[src/rtl/flp_adder_norm_stage.sv]
// flp_adder_norm_stage: last stage of the floating-point adder pipeline.
// Takes the result sign, the common exponent and the aligned mantissa sum,
// renormalises one shift per cycle, applies overflow/underflow rules and
// returns a packed bfloat16-style result over a valid/ready handshake.
// Optional feature macro: FLP_NORM_ROUND_EN (round-to-nearest-even instead
// of truncation when the hidden bit is reached).
module flp_adder_norm_stage #(
    parameter int EXP_W  = 8,
    parameter int MANT_W = 7
) (
    input  logic              clk,
    input  logic              rst_n,
    input  logic              in_valid,
    output logic              in_ready,
    input  logic              in_sign,
    input  logic [EXP_W-1:0]  in_exp,
    input  logic [MANT_W+2:0] in_sum,
    input  logic              in_sticky,
    output logic              out_valid,
    input  logic              out_ready,
    output logic              out_sign,
    output logic [EXP_W-1:0]  out_exp,
    output logic [MANT_W-1:0] out_mant,
    output logic              out_ovf,
    output logic              out_unf
);

    localparam int SUM_W = MANT_W + 3;   // {carry, hidden, fraction, guard}

    localparam logic [1:0] ST_IDLE = 2'd0;
    localparam logic [1:0] ST_NORM = 2'd1;
    localparam logic [1:0] ST_DONE = 2'd2;

    localparam logic [EXP_W-1:0] EXP_ONES = '1;
    localparam logic [EXP_W-1:0] EXP_ONE  = EXP_W'(1);

    logic [1:0]        state_q,    state_d;
    logic              sign_q,     sign_d;
    logic [EXP_W-1:0]  exp_q,      exp_d;
    logic [SUM_W-1:0]  sum_q,      sum_d;
    logic              valid_q,    valid_d;
    logic [EXP_W-1:0]  res_exp_q,  res_exp_d;
    logic [MANT_W-1:0] res_mant_q, res_mant_d;
    logic              ovf_q,      ovf_d;
    logic              unf_q,      unf_d;

    // Exponent increment carried one bit wider so the wrap past all-ones is visible.
    logic [EXP_W:0]    exp_inc;
    logic              exp_inc_ovf;

`ifdef FLP_NORM_ROUND_EN
    logic              sticky_q, sticky_d;
    logic              round_up;
    logic [MANT_W:0]   frac_rnd;
`else
    // Truncation ignores the sticky input entirely.
    logic              unused_sticky;
    assign unused_sticky = in_sticky;
`endif

    assign exp_inc     = {1'b0, exp_q} + {{EXP_W{1'b0}}, 1'b1};
    assign exp_inc_ovf = exp_inc[EXP_W] || (exp_inc[EXP_W-1:0] == EXP_ONES);

    assign in_ready  = (state_q == ST_IDLE);
    assign out_valid = valid_q;
    assign out_sign  = sign_q;
    assign out_exp   = res_exp_q;
    assign out_mant  = res_mant_q;
    assign out_ovf   = ovf_q;
    assign out_unf   = unf_q;

    // Next-state and datapath: one normalisation action per NORM cycle.
    always_comb begin
        // NOTE: every variable gets its hold value first so no path leaves it unassigned (no latch).
        state_d    = state_q;
        sign_d     = sign_q;
        exp_d      = exp_q;
        sum_d      = sum_q;
        valid_d    = valid_q;
        res_exp_d  = res_exp_q;
        res_mant_d = res_mant_q;
        ovf_d      = ovf_q;
        unf_d      = unf_q;
`ifdef FLP_NORM_ROUND_EN
        sticky_d   = sticky_q;
        round_up   = sum_q[0] & (sticky_q | sum_q[1]);
        frac_rnd   = {1'b0, sum_q[MANT_W:1]} + {{MANT_W{1'b0}}, round_up};
`endif

        case (state_q)
            ST_IDLE: begin
                if (in_valid) begin
                    sign_d     = in_sign;
                    exp_d      = in_exp;
                    sum_d      = in_sum;
`ifdef FLP_NORM_ROUND_EN
                    sticky_d   = in_sticky;
`endif
                    res_exp_d  = '0;
                    res_mant_d = '0;
                    ovf_d      = 1'b0;
                    unf_d      = 1'b0;
                    state_d    = ST_NORM;
                end
            end

            ST_NORM: begin
                if (sum_q == '0) begin
                    // Exact zero: sign is kept, no flag.
                    res_exp_d  = '0;
                    res_mant_d = '0;
                    state_d    = ST_DONE;
                end else if (exp_q == '0) begin
                    res_exp_d  = '0;
                    res_mant_d = '0;
                    unf_d      = 1'b1;
                    state_d    = ST_DONE;
                end else if (exp_q == EXP_ONES) begin
                    // Exponent already saturated on entry: result is infinity.
                    res_exp_d  = EXP_ONES;
                    res_mant_d = '0;
                    ovf_d      = 1'b1;
                    state_d    = ST_DONE;
                end else if (sum_q[SUM_W-1]) begin
                    // Carry out of the add: shift right, fold guard into sticky.
                    sum_d = {1'b0, sum_q[SUM_W-1:1]};
                    exp_d = exp_inc[EXP_W-1:0];
`ifdef FLP_NORM_ROUND_EN
                    sticky_d = sticky_q | sum_q[0];
`endif
                    if (exp_inc_ovf) begin
                        res_exp_d  = EXP_ONES;
                        res_mant_d = '0;
                        ovf_d      = 1'b1;
                        state_d    = ST_DONE;
                    end
                end else if (sum_q[SUM_W-2]) begin
                    // Normalised: emit the fraction.
`ifdef FLP_NORM_ROUND_EN
                    if (frac_rnd[MANT_W]) begin
                        res_mant_d = '0;
                        if (exp_inc_ovf) begin
                            res_exp_d = EXP_ONES;
                            ovf_d     = 1'b1;
                        end else begin
                            res_exp_d = exp_inc[EXP_W-1:0];
                        end
                    end else begin
                        res_exp_d  = exp_q;
                        res_mant_d = frac_rnd[MANT_W-1:0];
                    end
`else
                    res_exp_d  = exp_q;
                    res_mant_d = sum_q[MANT_W:1];
`endif
                    state_d = ST_DONE;
                end else if (exp_q == EXP_ONE) begin
                    // Would need a denormal: flush to zero instead.
                    res_exp_d  = '0;
                    res_mant_d = '0;
                    unf_d      = 1'b1;
                    state_d    = ST_DONE;
                end else begin
                    // Leading zero: shift left, guard moves into the fraction LSB.
                    sum_d = {sum_q[SUM_W-2:0], 1'b0};
                    exp_d = exp_q - EXP_ONE;
                end
            end

            ST_DONE: begin
                // out_valid rises the cycle after entering DONE and holds until taken.
                if (valid_q && out_ready) begin
                    valid_d = 1'b0;
                    state_d = ST_IDLE;
                end else begin
                    valid_d = 1'b1;
                end
            end

            default: begin
                state_d = ST_IDLE;
                valid_d = 1'b0;
            end
        endcase
    end

    // State registers with synchronous active-low reset; reset drops any transaction in flight.
    always_ff @(posedge clk) begin
        // NOTE: sequential state uses non-blocking assignments so all flops update together.
        if (!rst_n) begin
            state_q    <= ST_IDLE;
            sign_q     <= 1'b0;
            exp_q      <= '0;
            sum_q      <= '0;
            valid_q    <= 1'b0;
            res_exp_q  <= '0;
            res_mant_q <= '0;
            ovf_q      <= 1'b0;
            unf_q      <= 1'b0;
`ifdef FLP_NORM_ROUND_EN
            sticky_q   <= 1'b0;
`endif
        end else begin
            state_q    <= state_d;
            sign_q     <= sign_d;
            exp_q      <= exp_d;
            sum_q      <= sum_d;
            valid_q    <= valid_d;
            res_exp_q  <= res_exp_d;
            res_mant_q <= res_mant_d;
            ovf_q      <= ovf_d;
            unf_q      <= unf_d;
`ifdef FLP_NORM_ROUND_EN
            sticky_q   <= sticky_d;
`endif
        end
    end

endmodule

[config.mk]
export PLATFORM = sky130hd
export DESIGN_NAME = flp_adder_norm_stage
export DESIGN_NICKNAME = d
export VERILOG_FILES = /design/src/rtl/flp_adder_norm_stage.sv
export SDC_FILE = /design/constraint.sdc
export NUM_CORES = 1
export LEC_CHECK = 0
export CORE_ASPECT_RATIO = 2
export CORE_UTILIZATION = 52
export DETAILED_ROUTE_END_ITERATION = 6
export GPL_TIMING_DRIVEN = 0
export PLACE_DENSITY = 0.78
export REMOVE_ABC_BUFFERS = 1
export SYNTH_ARGS = -nofsm -noshare
export SYNTH_HDL_FRONTEND = slang
export SYNTH_SLANG_ARGS = --single-unit
[constraint.sdc]
create_clock -name clk -period 2.5 [get_ports clk]
set_input_delay 0.5 -clock clk [delete_from_list [all_inputs] [get_ports clk]]
set_output_delay 0.5 -clock clk [all_outputs]
set_load 0.005 [all_outputs]
==> results.json, run 1 <==
{
  "status": "finished, final reports clean",
  "top_layer": "met4",
  "nets": 355,
  "h-tree-depth": 2,
  "die_y_um": 97.6,
  "finalHoldViolCount": 0,
  "dr.pass1.iters": 4,
  "setup_tns_ns": 0,
  "fill_cells": 393,
  "yosysSeqAreaShare": 0.328,
  "worstSkewPairLatency_ns": 0.29,
  "maxSlewViolCount": 0,
  "ys.flop_type": "dfxtp_1",
  "met3_length_um": 164,
  "max_slew_margin": 0.434,
  "power_mw": 2.34,
  "synthCells": 297,
  "cts-buffers-inserted": 5,
  "drc": 0,
  "via_per_inst": 6.15,
  "cp-end-kind": "register",
  "initial_core_util": 0.543,
  "worst-path-max-fanout": 8,
  "grt_pass1_vias": 2306,
  "gp_congestion": 0.895,
  "clkSinkCount": 39,
  "antenna_found_initial": 0,
  "r2r-end": "out_exp[4]$_SDFFE_PN0P_",
  "worstHoldEndpoint": "out_exp[3]$_SDFFE_PN0P_",
  "vdd_drop_max_mv": 0.583,
  "num_rows": 34,
  "period_share": 0.913,
  "r2r_slack_ns": 0.22,
  "coreArea_sq_um": 4380,
  "skew_ns": 0.00695,
  "grt-ovfl-total": 0,
  "met1Wirelength_mm": 2.36,
  "required_ns": 2.68,
  "path_buf_inv": 1,
  "drive_above_1_share": 0.107,
  "holdBufCountCts": 0,
  "p_leak_nw": 1.13,
  "fp.dieW_um": 49.8,
  "syn_area_sq_um": 2380,
  "diodes": 0,
  "route.met2.wl_mm": 3.51,
  "synth-seq-cells": 39,
  "hpwl_mm": 4.37,
  "grt_max_degree": 49,
  "port_buffers": 42,
  "synth_area_per_cell_sq_um": 8.00,
  "cp_slowest_stage_delay_ns": 0.43,
  "power_density_nw_per_um2": 795,
  "via_count": 2345,
  "path_delay_family": "compound AO/OA/AOI/OAI gates",
  "die_area_sq_um": 4860,
  "io_pins": 44,
  "drt_wl_total_mm": 6.18,
  "r2r_cells": 8,
  "synthToLayoutAreaGrowth_pct": 24.1,
  "slowest_stage": "o41ai_4",
  "final_common_cell": "nand2_1",
  "worstReg2RegStart": "exp_q[0]$_SDFFE_PN0P_",
  "cts_root_buf": "clkbuf_8",
  "hold-path-cell-count": 2,
  "cap_violations": 0,
  "track_usage": 0.275,
  "cts_tree": "built",
  "synth_edf_count": 0,
  "ant_nets": 0,
  "clk_pin_slew_ns": 0.08,
  "grt_first_pass_wirelength_mm": 10.6,
  "hp-class": "register to register",
  "crit_path_start_kind": "register",
  "crit_arrival_ns": 2.46,
  "async_flop_share": 0,
  "clock_path_buffers": 2,
  "fmaxAchievable_mhz": 438,
  "drt_iter0_markers": 93,
  "layout_common_cells": "nand2_1 (54), clkdlybuf4s50_1 (41), dfxtp_1 (33), nand3_1 (18), a21oi_1 (17)",
  "min_from": "out_exp[3]$_SDFFE_PN0P_",
  "ys_types": 53,
  "setup_viol": 0,
  "crit_type": "register to register",
  "period_minus_slack_ns": 2.28,
  "rsz0062_at_grt": "no",
  "crit_chain": "ha_2, and4_1, xnor2_1, a2bb2oi_1, o41ai_4, nand3b_4, buf_12, mux2i_1",
  "drt-wirelength-per-cell_um": 16.2,
  "ys_warn_count": 0,
  "worstMarginPinSlew_ns": 0.839
}
-- through the flow --
stage | hold slack, ns | cells | util | setup WS [ns] | cell area, sq um
after detailed placement | 0.458 | 369 | 0.628 | -0.308 | 2750
final | 0.460 | 381 | 0.673 | 0.218 | 2950
after CTS | 0.469 | 378 | 0.664 | 0.00508 | 2910
after global routing | 0.485 | 381 | 0.673 | 0.0375 | 2950
after global placement | 0.443 | 368 | 0.625 | -1.65 | 2740
after floorplan | 0.453 | 272 | - | -0.569 | 2250
-- where the power goes --
| group | leakage, nW | internal (mW) | switching [mW] |
|---|---|---|---|
| Combinational | 0.764 | 0.446 | 0.535 |
| Clock | 0.0470 | 0.217 | 0.218 |
| Sequential | 0.321 | 0.726 | 0.202 |
| Total | 1.13 | 1.39 | 0.955 |
-- final cells by class --
cell class	instances	area (sq um)	share of cell area
Tap cell	54	67.6	0.0229
Inverter	5	18.8	0.00636
Sequential cell	39	788	0.267
Clock inverter	1	5.00	0.00170
Timing Repair Buffer	48	477	0.162
Multi-Input combinational cell	228	1510	0.512
Clock buffer	6	82.6	0.0280
-- cell families (layout without fill, tap and decap cells) --
family                   Yosys count  count (layout)  share of synthesized area
adder cells (fa/ha/maj)            4               4                     0.0211
XOR/XNOR                           3               3                     0.0111
AO/OA/AOI/OAI                     80              80                      0.253
flip-flops                        39              39                      0.328
multiplexers                       8               8                     0.0337
buffers and inverters             30              60                     0.0611
AND/OR/NAND/NOR                  133             133                      0.292
-- synth_stat cells (3+ instances only) --
| cell | n | share of area |
|---|---|---|
| o211ai_1 | 4 | 0.013 |
| a31oi_1 | 4 | 0.011 |
| nand3_1 | 18 | 0.038 |
| buf_2 | 5 | 0.011 |
| and2_1 | 3 | 0.0079 |
| o21ai_0 | 12 | 0.025 |
| and3_1 | 10 | 0.026 |
| a32o_1 | 7 | 0.029 |
| nand2_1 | 54 | 0.085 |
| nand2b_1 | 3 | 0.0079 |
| inv_1 | 5 | 0.0079 |
| dfxtp_1 | 39 | 0.33 |
| a21oi_1 | 17 | 0.036 |
| ha_1 | 4 | 0.021 |
| nor4_1 | 3 | 0.0079 |
| a21boi_0 | 4 | 0.013 |
| a211oi_1 | 4 | 0.013 |
| o31ai_1 | 3 | 0.0095 |
| a221oi_1 | 6 | 0.022 |
| nor2_1 | 14 | 0.022 |
| nor2b_1 | 5 | 0.013 |
| mux2i_1 | 8 | 0.034 |
| buf_6 | 3 | 0.014 |
| o211a_1 | 7 | 0.029 |
| nor3_1 | 7 | 0.015 |
| or3_1 | 3 | 0.0079 |
| clkbuf_1 | 16 | 0.025 |
-- tightest hold or removal path, stage by stage (launching register included) --
cell     delay, ns
dfxtp_1       0.31
nand2_1       0.05
mux2i_1       0.05
-- worst max path at each step --
| stage | start | end | slack (ns) | cells after the start |
|---|---|---|---|---|
| after floorplan | exp_q[0]$_SDFFE_PN0P_ | exp_q[0]$_SDFFE_PN0P_ | -0.57 | 7 |
| after global placement | sum_q[9]$_SDFFE_PN0P_ | exp_q[0]$_SDFFE_PN0P_ | -1.65 | 6 |
| after detailed placement | sum_q[9]$_SDFFE_PN0P_ | exp_q[0]$_SDFFE_PN0P_ | -0.31 | 7 |
| after CTS | exp_q[0]$_SDFFE_PN0P_ | out_exp[4]$_SDFFE_PN0P_ | 0.005 | 9 |
| after global routing | exp_q[0]$_SDFFE_PN0P_ | out_exp[4]$_SDFFE_PN0P_ | 0.04 | 9 |
| final | exp_q[0]$_SDFFE_PN0P_ | out_exp[4]$_SDFFE_PN0P_ | 0.22 | 8 |
-- layer usage --
layer	up-vias	global-route usage
li1	1151	-
met3	17	0.0360
met1	1125	0.302
met5	-	0
met2	52	0.514
met4	0	0.0989
-- repair_timing --
action | CTS | global route
pin swaps | 2 | 2
gates resized for setup | 9 | 7
buffers inserted | 2 | 3
endpoints found under the setup margin | 30 | 20
-- sequential cells by signal (all words and copies together), names as in the netlist --
| register | count |
|---|---|
| out_valid | 1 |
| out_unf | 1 |
| sum_q | 10 |
| out_ovf | 1 |
| out_mant | 7 |
| exp_q | 8 |
| state_q | 2 |
| out_sign | 1 |
| out_exp | 8 |
Power figures use the tool's default switching activity.
==> run 2, diff against run 1 <==
Settings changed: CORE_MARGIN from default to 2.
==> run 2 against run 1 <==
Fmax fell by 2.6%. Via count up 1.7%. Final area shrank 0.38%. First-iteration DRC count down 12%. Critical endpoint unchanged.
==> results.json, run 2 (same netlist as run 1, synthesis figures left out) <==
{
  "status": "finished, final reports clean",
  "dr.pass1.iters": 4,
  "grt_max_degree": 49,
  "final_cells": 381,
  "power_mw": 2.33,
  "cp.depth": 8,
  "largest_reg_flops": 10,
  "setup_tns_ns": 0,
  "p_leak_nw": 1.13,
  "use_met1": 0.280,
  "cts_tree": "built",
  "skew_ns": 0.00621,
  "port_buffers": 42,
  "diodes": 0,
  "period_share": 0.937,
  "vdd_drop_max_mv": 0.612,
  "crit_path_start_kind": "register",
  "antenna_found_initial": 0,
  "clkSinkCount": 39,
  "busiest_layer": "met2",
  "placed_cell_area_sq_um": 2750,
  "worst-path-max-fanout": 8,
  "drt_iter0_markers": 82,
  "rsz0062_at_grt": "no",
  "cap_violations": 0,
  "hold-path-cell-count": 2,
  "post-place-cells": 369,
  "use_met2": 0.469,
  "worstSkewPairLatency_ns": 0.30,
  "stdcell_area_sq_um": 2940,
  "dpl_worst_slack_ns": -0.267,
  "coreArea_sq_um": 4380,
  "track_usage": 0.258,
  "io_pins": 44,
  "slowest_stage": "o41ai_4",
  "required_ns": 2.68,
  "drt_wl_total_mm": 6.20,
  "nets": 354,
  "worstMarginPinSlew_ns": 0.874,
  "grt_first_pass_wirelength_mm": 10.4,
  "drc": 0,
  "synthToLayoutAreaGrowth_pct": 23.6,
  "use_met3": 0.0315,
  "finalHoldViolCount": 0,
  "clock_path_buffers": 2,
  "cp_slowest_stage_delay_ns": 0.47,
  "fp.dieW_um": 51.8,
  "setup_viol": 0,
  "gp_congestion": 0.931,
  "die_area_sq_um": 5160,
  "path_buf_inv": 1,
  "num_rows": 34,
  "fmaxAchievable_mhz": 427,
  "crit_arrival_ns": 2.53,
  "via_per_inst": 6.26,
  "top_register": "sum_q",
  "path_delay_family": "compound AO/OA/AOI/OAI gates",
  "finish.utilization": 0.671,
  "cts_root_buf": "clkbuf_8",
  "hpwl_mm": 4.31,
  "initial_core_util": 0.543,
  "r2r_cells": 8,
  "drt-wirelength-per-cell_um": 16.3,
  "grt_pass1_vias": 2301,
  "period_minus_slack_ns": 2.34,
  "drive_above_1_share": 0.107,
  "cts-buffers-inserted": 5,
  "crit_type": "register to register",
  "h-tree-depth": 2,
  "holdWs_ns": 0.461,
  "maxSlewViolCount": 0,
  "cp-end-kind": "register",
  "worst_slack_ns": 0.157,
  "ant_nets": 0,
  "final_common_cell": "nand2_1",
  "crit_chain": "ha_2, and4_1, xnor2_1, a2bb2oi_1, o41ai_4, nand3b_4, buf_12, mux2i_1",
  "via_count": 2384,
  "layout_common_cells": "nand2_1 (54), clkdlybuf4s50_1 (41), dfxtp_1 (33), nand3_1 (18), a21oi_1 (17)",
  "max_slew_margin": 0.411,
  "power_density_nw_per_um2": 793,
  "grt-ovfl-total": 0,
  "fill_cells": 386,
  "hp-class": "register to register",
  "die_y_um": 99.6,
  "clk_pin_slew_ns": 0.08
}
run 2: cell type report:
| class | count | area (sq um) | share of cell area |
|---|---|---|---|
| Sequential cell | 39 | 788 | 0.268 |
| Multi-Input combinational cell | 228 | 1510 | 0.514 |
| Clock inverter | 3 | 15.0 | 0.00511 |
| Timing Repair Buffer | 47 | 469 | 0.160 |
| Inverter | 5 | 18.8 | 0.00639 |
| Tap cell | 54 | 67.6 | 0.0230 |
| Clock buffer | 5 | 68.8 | 0.0234 |
run 2: timing repair:
item | in CTS | in global routing
setup buffers | 1 | 3
pin swaps | 1 | 2
hold buffers | 0 | 0
setup endpoints to repair | 30 | 30
resized for setup | 7 | 9
hold endpoints to repair | 0 | 0
run 2: final timing paths:
| kind | end | startpoint | slack [ns] |
|---|---|---|---|
| worst max-delay path | out_exp[4]$_SDFFE_PN0P_ | exp_q[0]$_SDFFE_PN0P_ | 0.16 |
| worst min-delay path | out_exp[3]$_SDFFE_PN0P_ | out_exp[3]$_SDFFE_PN0P_ | 0.46 |
| worst max register to register | out_exp[4]$_SDFFE_PN0P_ | exp_q[0]$_SDFFE_PN0P_ | 0.16 |
| worst min register to register | out_exp[3]$_SDFFE_PN0P_ | out_exp[3]$_SDFFE_PN0P_ | 0.46 |
run 2: routing by layer:
| layer | part of all wire | routed length (um) |
|---|---|---|
| met1 | 0.38 | 2330 |
| met5 | 0 | 0 |
| met4 | 0.027 | 165 |
| met2 | 0.57 | 3530 |
| met3 | 0.028 | 174 |
run 2: worst reg2reg max path: stages, from the launching register on:
cell	delay [ns]
dfxtp_2	0.42
ha_2	0.27
and4_1	0.28
xnor2_1	0.08
a2bb2oi_1	0.19
o41ai_4	0.47
nand3b_4	0.22
buf_12	0.20
mux2i_1	0.12
run 2: power breakdown:
group	leakage, nW	switching [mW]	internal [mW]	total [mW]
logic	0.760	0.530	0.445	0.975
clock network	0.0477	0.234	0.191	0.426
registers	0.321	0.205	0.726	0.931
==> run 3, diff against run 2 <==
Settings changed: SLEW_MARGIN from default to 20.
==> run 3 against run 2 <==
First-iteration DRC count grew 7.3%. Clock skew increased by 0.0018 ns. Combinational power is 1% higher. Critical path depth is 1 higher. Clock power up 12%. Die area stayed put. Global-route usage grew 0.098 points. Cell count is 0.79% higher. Sequential share of layout area decreased by 0.43 points. Critical endpoint is now sum_q[4]$_SDFFE_PN0P_. Largest cell class unchanged. Largest power group unchanged.
==> results.json, run 3 (same netlist as run 1, synthesis figures left out) <==
{
  "nets": 357,
  "port_buffers": 42,
  "cts_tree": "built",
  "diodes": 0,
  "p_leak_nw": 1.15,
  "required_ns": 2.68,
  "ant_nets": 0,
  "maxSlewViolCount": 0,
  "io_pins": 44,
  "via_per_inst": 6.25,
  "crit_chain": "inv_1, ha_1, nor4b_2, a31oi_1, nor3_1, nor3_4, buf_4, buf_4, o211a_1",
  "gp_congestion": 0.931,
  "period_minus_slack_ns": 2.33,
  "worstReg2RegStart": "exp_q[1]$_SDFFE_PN0P_",
  "top_register": "sum_q",
  "drc": 0,
  "drt_wl_total_mm": 6.23,
  "num_rows": 34,
  "r2r-end": "sum_q[4]$_SDFFE_PN0P_",
  "swShare": 0.403,
  "power_frac_clock": 0.200,
  "combPwrFrac": 0.411,
  "grt_max_degree": 44,
  "setup_viol": 0,
  "crit_arrival_ns": 2.52,
  "worst-path-max-fanout": 10,
  "intPower_mw": 1.43,
  "antenna_found_initial": 0,
  "slowest_stage": "nor3_1",
  "synthToLayoutAreaGrowth_pct": 25.8,
  "drt_iter0_markers": 88,
  "cp.depth": 9,
  "die_y_um": 99.6,
  "worstSetupEndpoint": "sum_q[4]$_SDFFE_PN0P_",
  "final_common_cell": "nand2_1",
  "max_slew_margin": 0.393,
  "setup_tns_ns": 0,
  "stdcell_area_sq_um": 2990,
  "die_area_sq_um": 5160,
  "grt_pass1_vias": 2273,
  "placed_cell_area_sq_um": 2790,
  "grt-ovfl-total": 0,
  "h-tree-depth": 2,
  "grt_first_pass_wirelength_mm": 10.4,
  "fp.dieW_um": 51.8,
  "finalHoldViolCount": 0,
  "worstMarginPinSlew_ns": 0.900,
  "power_density_nw_per_um2": 801,
  "cap_violations": 0,
  "cp_slowest_stage_delay_ns": 0.44,
  "drt-wirelength-per-cell_um": 16.2,
  "path_buf_inv": 3,
  "fmaxAchievable_mhz": 429,
  "hp-class": "register to register",
  "period_share": 0.933,
  "clock_path_buffers": 2,
  "seqPwrFrac": 0.389,
  "dr.pass1.iters": 4,
  "layout_common_cells": "nand2_1 (53), clkdlybuf4s50_1 (41), dfxtp_1 (32), nand3_1 (18), a21oi_1 (17)",
  "track_usage": 0.259,
  "initial_core_util": 0.543,
  "worstSkewPairLatency_ns": 0.29,
  "r2r_cells": 9,
  "hpwl_mm": 4.42,
  "clk_pin_slew_ns": 0.08,
  "path_delay_family": "simple AND/OR/NAND/NOR gates",
  "coreArea_sq_um": 4380,
  "startpoint": "exp_q[1]$_SDFFE_PN0P_",
  "via_count": 2401,
  "largest_reg_flops": 10,
  "drive_above_1_share": 0.121,
  "cp-end-kind": "register",
  "crit_type": "register to register",
  "skew_ns": 0.00798,
  "vdd_drop_max_mv": 0.553,
  "clkSinkCount": 39,
  "p_sw_mw": 0.966,
  "finish.utilization": 0.683,
  "crit_path_start_kind": "register",
  "status": "finished, final reports clean",
  "r2r_slack_ns": 0.17,
  "cts-buffers-inserted": 5,
  "path_common_cell": "buf_4",
  "cts_root_buf": "clkbuf_8"
}
-- run 3: what timing repair did --
| item | in CTS | in global routing |
|---|---|---|
| setup buffers | 3 | 1 |
| pin swaps | 1 | 1 |
| endpoints found under the setup margin | 31 | 22 |
| hold buffers | 0 | 0 |
| gates resized for setup | 10 | 8 |
| cloned | 0 | 0 |
-- run 3: cell type report --
class	instances	area (sq um)
Clock buffer	8	100
Sequential cell	39	790
Timing Repair Buffer	50	504
Multi-Input combinational cell	228	1510
Inverter	5	18.8
Fill cell	391	1390
Tap cell	54	67.6
-- run 3: layer usage --
metal | global-route usage | wire, um | vias up
met1 | 0.283 | 2260 | 1159
met3 | 0.0435 | 295 | 8
met2 | 0.466 | 3580 | 80
met5 | 0 | 0 | -
li1 | - | - | 1154
met4 | 0.121 | 106 | 0
-- run 3: worst min path at each step --
| stage | startpoint | to | cells after the start |
|---|---|---|---|
| 6_report | out_exp[3]$_SDFFE_PN0P_ | out_exp[3]$_SDFFE_PN0P_ | 2 |
| 5_1_grt | out_exp[1]$_SDFFE_PN0P_ | out_exp[1]$_SDFFE_PN0P_ | 2 |
| 4_1_cts | out_exp[0]$_SDFFE_PN0P_ | out_exp[0]$_SDFFE_PN0P_ | 2 |
| 3_5_place_dp | out_exp[0]$_SDFFE_PN0P_ | out_exp[0]$_SDFFE_PN0P_ | 2 |
| 3_3_place_gp | out_exp[1]$_SDFFE_PN0P_ | out_exp[1]$_SDFFE_PN0P_ | 2 |
| 2_1_floorplan | out_ovf$_SDFFE_PN0P_ | out_ovf$_SDFFE_PN0P_ | 2 |
-- run 3: power by group through the flow --
stage	combinational, mW	sequential [mW]	clock [mW]
after floorplan	0.624	0.870	0
after global placement	0.849	0.922	0
after detailed placement	0.897	0.926	0
after CTS	0.968	0.920	0.483
after global routing	1.11	0.951	0.505
final	0.985	0.931	0.479
-- run 3: per-stage QoR --
stage	hold slack, ns	setup WS, ns	power [mW]	instances
floorplan	0.453	-0.569	1.49	272
detailed placement	0.457	-0.283	1.82	372
global route	0.480	-0.00840	2.56	384
global placement	0.443	-1.63	1.77	368
CTS	0.468	0.0368	2.37	383
finish	0.463	0.168	2.40	384
-- run 3: worst register-to-register path: stages (launching register included) --
cell and delay, ns:
dfxtp_2 0.36, inv_1 0.11, ha_1 0.14, nor4b_2 0.35
a31oi_1 0.15, nor3_1 0.44, nor3_4 0.08, buf_4 0.21
buf_4 0.18, o211a_1 0.21
